--- src/rtl/fp_addsub_control.sv ---
// Sequencing FSM for the floating-point add/sub datapath: load, align, add,
// normalize, round, optional renormalize, then a one-cycle done pulse.
module fp_addsub_control #(
  parameter int MANT_W    = 23,
  parameter int SHIFT_SAT = MANT_W + 3,
  parameter int MAX_NORM  = 25
) (
  input  logic       clk,
  input  logic       rst_n,
  input  logic       start,
  input  logic       op_sub,
  input  logic [7:0] expDiff,
  input  logic       carry,
  input  logic       lead_one,
  input  logic       is_zero,
  input  logic       round_carry,
  output logic       smallerExpSrc,
  output logic [7:0] shiftRightQtt,
  output logic [1:0] operation,
  output logic       normalization_src,
  output logic       shift_src,
  output logic       load_operands,
  output logic       load_align,
  output logic       load_alu,
  output logic       load_norm,
  output logic       load_round,
  output logic       busy,
  output logic       done,
  output logic [2:0] dbg_state
);

  typedef enum logic [2:0] {
    IDLE   = 3'd0,
    LOAD   = 3'd1,
    ALIGN  = 3'd2,
    ADD    = 3'd3,
    NORM   = 3'd4,
    ROUND  = 3'd5,
    RENORM = 3'd6,
    DONE   = 3'd7
  } state_t;

  state_t     state, state_nxt;
  logic       op_q;
  logic [4:0] norm_cnt, norm_cnt_nxt;
  logic [7:0] exp_mag;

  // Magnitude of the signed exponent difference; 8'h80 maps to 128 and saturates.
  assign exp_mag = expDiff[7] ? (~expDiff + 8'd1) : expDiff;

  always_ff @(posedge clk or negedge rst_n) begin
    if (!rst_n) begin
      state    <= IDLE;
      op_q     <= 1'b0;
      norm_cnt <= 5'd0;
    end else begin
      state    <= state_nxt;
      norm_cnt <= norm_cnt_nxt;
      if (state == IDLE && start) op_q <= op_sub;
    end
  end

  always_comb begin
    state_nxt         = state;
    norm_cnt_nxt      = norm_cnt;
    smallerExpSrc     = 1'b0;
    shiftRightQtt     = 8'd0;
    normalization_src = 1'b0;
    shift_src         = 1'b0;
    load_operands     = 1'b0;
    load_align        = 1'b0;
    load_alu          = 1'b0;
    load_norm         = 1'b0;
    load_round        = 1'b0;
    done              = 1'b0;
    case (state)
      IDLE: if (start) state_nxt = LOAD;
      LOAD: begin
        load_operands = 1'b1;
        norm_cnt_nxt  = 5'd0;
        state_nxt     = ALIGN;
      end
      ALIGN: begin
        load_align    = 1'b1;
        smallerExpSrc = ~expDiff[7];
        shiftRightQtt = (exp_mag > 8'(SHIFT_SAT)) ? 8'(SHIFT_SAT) : exp_mag;
        state_nxt     = ADD;
      end
      ADD: begin
        load_alu  = 1'b1;
        state_nxt = NORM;
      end
      NORM: begin
        // Mealy decision: overflow wins, then "already normalized/zero/limit".
        if (carry) begin
          shift_src     = 1'b1;
          shiftRightQtt = 8'd1;
          load_norm     = 1'b1;
          state_nxt     = ROUND;
        end else if (lead_one || is_zero || norm_cnt == 5'(MAX_NORM)) begin
          state_nxt = ROUND;
        end else begin
          shiftRightQtt = 8'd1;
          load_norm     = 1'b1;
          norm_cnt_nxt  = norm_cnt + 5'd1;
        end
      end
      ROUND: begin
        load_round = 1'b1;
        state_nxt  = round_carry ? RENORM : DONE;
      end
      RENORM: begin
        // Always exits to DONE, so ROUND cannot loop back here twice.
        normalization_src = 1'b1;
        shift_src         = 1'b1;
        shiftRightQtt     = 8'd1;
        load_norm         = 1'b1;
        state_nxt         = DONE;
      end
      DONE: begin
        done      = 1'b1;
        state_nxt = IDLE;
      end
      default: state_nxt = IDLE;
    endcase
  end

  assign operation = (state == IDLE) ? 2'b00 : {1'b0, op_q};
  assign busy      = (state != IDLE);
  assign dbg_state = state;

endmodule

--- config.mk ---
export PLATFORM = sky130hd
export DESIGN_NAME = fp_addsub_control
export DESIGN_NICKNAME = d
export VERILOG_FILES = /design/src/rtl/fp_addsub_control.sv
export SDC_FILE = /design/constraint.sdc
export NUM_CORES = 1
export LEC_CHECK = 0
export CORE_AREA = 3 3 51 53
export CTS_BUF_LIST = sky130_fd_sc_hd__clkbuf_4 sky130_fd_sc_hd__clkbuf_8
export DETAILED_ROUTE_END_ITERATION = 8
export DIE_AREA = 0 0 54 56
export PLACE_DENSITY = 0.73
export SLEW_MARGIN = 5
export SYNTH_ARGS = -nofsm -noshare
export SYNTH_HDL_FRONTEND = slang
export SYNTH_SLANG_ARGS = --single-unit
--- constraint.sdc ---
create_clock -name clk -period 1.8 [get_ports clk]
set_clock_uncertainty 0.2 [all_clocks]
set_input_delay 0.27 -clock clk [delete_from_list [all_inputs] [get_ports clk]]
set_output_delay 0.27 -clock clk [all_outputs]
set_load 0.01 [all_outputs]
==> impl_metrics.tcl <==
set metrics [dict create \
    final_cell_mix "buf_4, buf_6, buf_2" \
    htreeDepth 1 \
    initialDrtViolationCount 19 \
    yosysWarnings 0 \
    critical_path_required_ps 1330 \
    die_area_mm2 0.00302 \
    die_w_um 54 \
    grt_use_total 0.206 \
    layout_setup_ws_ps -337 \
    cts_hold_buf 0 \
    violations "setup timing" \
    wl_per_cell_um 15.2 \
    syn_area_per_cell_um2 8.40 \
    utilization 0.804 \
    cts.sinks 9 \
    timing.rr.start "dbg_state[1]$_DFFE_PN0P_" \
    max_freq_mhz 468 \
    status "finished with violations" \
    layout.nets 198 \
    dpl-instance-area_mm2 0.00147 \
    worstSkewPairLatency_ps 270 \
    synth.top_cells.by_area "dfrtp_1, nor2_1, xor2_1" \
    final_area_mm2 0.00176 \
    final_hold_viol_count 0 \
    fill_cells 146 \
    start_util 0.372 \
    r2r_slack_ps -160 \
    cts_buffers 3 \
    finalSetupTns_ps -1800 \
    rows 17 \
    drtAntennaViolNets 0 \
    io_buffers 34 \
    cts_tree "yes" \
    dp_hpwl_um 2090 \
    seq_area_um2 226 \
    drive_gt1_frac 0.646 \
    synthDistinctLibCells 41 \
    ctsRootBufferMaster "clkbuf_4" \
    fin_crit_sh 1.19 \
    grt_max_degree 10 \
    routed_wirelength_um 3130 \
    ir_drop_mv 0.979 \
    drt_first_pass_iters 4 \
    die_h_um 56 \
    ys_ff_latch 9 \
    synth_top_area_frac 0.276 \
    syn_to_final_growth_pct 116 \
    powerDensity_mw_per_mm2 1240 \
    antenna_found_initial 0 \
    drcViolationCount 0 \
    setup_viol 13 \
    slew_violations 0 \
    grt_pass1_wl_um 4640 \
    setup.worst_path.end_class "primary output" \
    synthesis.area_um2 815 \
    place_ws_ps -1290 \
    mostFrequentLayoutCell "buf_4" \
    grt_overflow 0 \
    cp_data_arrival_time_ps 1670 \
    clk_pin_slew_ps 60 \
    worstSetupPathType "primary input to primary output" \
    totalPowerFinal_w 0.00219 \
    multiInputGateArea_um2 717 \
    synth_cells 97 \
    grt_pass1_vias 1080 \
    yosysSeqAreaShare 0.276 \
    rsz0062_at_grt "yes" \
    p_leak_nw 0.855 \
    gp_congestion 0.760 \
    core_mm2 0.00219 \
    cts.path.max_buffers 2 \
    vias_per_cell 5.03 \
    crit_fanout 5 \
    fin_crit_ps 2140 \
    synth_top_cell_by_area "dfrtp_1" \
    ioPinCount 39 \
    vias 1036 \
    critPathLaunchType "primary input" \
    antennaDiodeCount 0 \
    hold_path_class "primary input to asynchronous set/reset pin" \
    maxCapViolCount 0 \
    startpoint "expDiff[0]" \
]
## through the flow
stage | hold slack [ps] | cells
2_1_floorplan | -226 | 100
3_3_place_gp | 283 | 189
3_5_place_dp | 304 | 189
4_1_cts | 96.3 | 203
5_1_grt | 116 | 206
6_report | 97.9 | 206
## registers in the layout, summed over array words and instances (netlist names)
register,count
op_q,1
norm_cnt,5
dbg_state,3
## power by group
part           switching, W  total, W  internal (W)
sequential        0.0000664  0.000337      0.000271
combinational      0.000734   0.00168      0.000944
clock             0.0000747  0.000175      0.000101
total              0.000875   0.00219       0.00132
## kinds of logic (layout without fill, tap and decap cells)
kind of cell | after synthesis | in the layout | synth area share
and+or+nand+nor | 44 | 44 | 0.320
AOI/OAI and AO/OA | 17 | 17 | 0.149
buffers and inverters | 14 | 92 | 0.0968
DFF | 9 | 9 | 0.277
xor gates and xnor gates | 7 | 7 | 0.0753
adders and majority gates | 3 | 3 | 0.0461
muxes | 2 | 2 | 0.0323
other | 1 | 4 | 0.00460
## area by class of cell
| type | count | area share |
|---|---|---|
| Clock buffer | 4 | 0.0170 |
| Timing Repair Buffer | 82 | 0.403 |
| Tap cell | 28 | 0.0199 |
| Inverter | 6 | 0.0241 |
| Multi-Input combinational cell | 77 | 0.407 |
| Sequential cell | 9 | 0.129 |
## critical path, cell delays in order
cell	delay (ps)
buf_8	100
inv_6	40
ha_4	150
or3b_4	390
a211oi_4	220
or3_4	170
and4_4	220
buf_6	100
## Yosys cell counts (all sizes together)
library cell,instances
and4,1
conb,1
ha,3
or2b,1
a41o,1
a222oi,1
a211oi,1
nand3b,1
or3b,1
nand4,3
nor2b,3
o21ai,1
nor3,2
a21oi,5
dfrtp,9
xor2,5
o2bb2ai,1
mux2,2
a31oi,2
and2,2
buf,8
or3,1
nand3,3
xnor2,2
o211a,1
o31ai,2
and3,1
a32o,1
nor2,15
and3b,1
nand2b,2
nor4bb,1
o21bai,1
inv,6
nand2,4
nand4b,1
nor4b,1
## per-layer routing
layer | share of wire | vias to the layer above | track usage
met1 | 0.37 | 499 | 0.235
met2 | 0.56 | 40 | 0.369
met3 | 0.062 | 2 | 0.0295
met5 | 0 | - | 0
li1 | - | 495 | -
met4 | 0.0089 | 0 | 0.0783
## worst paths after layout
check / endpoint / depth (start not counted)
min: dbg_state[0]$_DFFE_PN0P_ / 1
max in group asynchronous: dbg_state[2]$_DFFE_PN0P_ / 1
max reg2reg: norm_cnt[1]$_DFFE_PN0P_ / 6
max: shiftRightQtt[2] / 8
min reg2reg: op_q$_DFFE_PN0P_ / 1
min in group clk: op_q$_DFFE_PN0P_ / 1
## what timing repair did
action                     CTS  global route
gates resized for setup    123            40
pin swaps                   21            24
setup endpoints to repair   20            22
buffers inserted            11             4
Power figures use the tool's default switching activity.
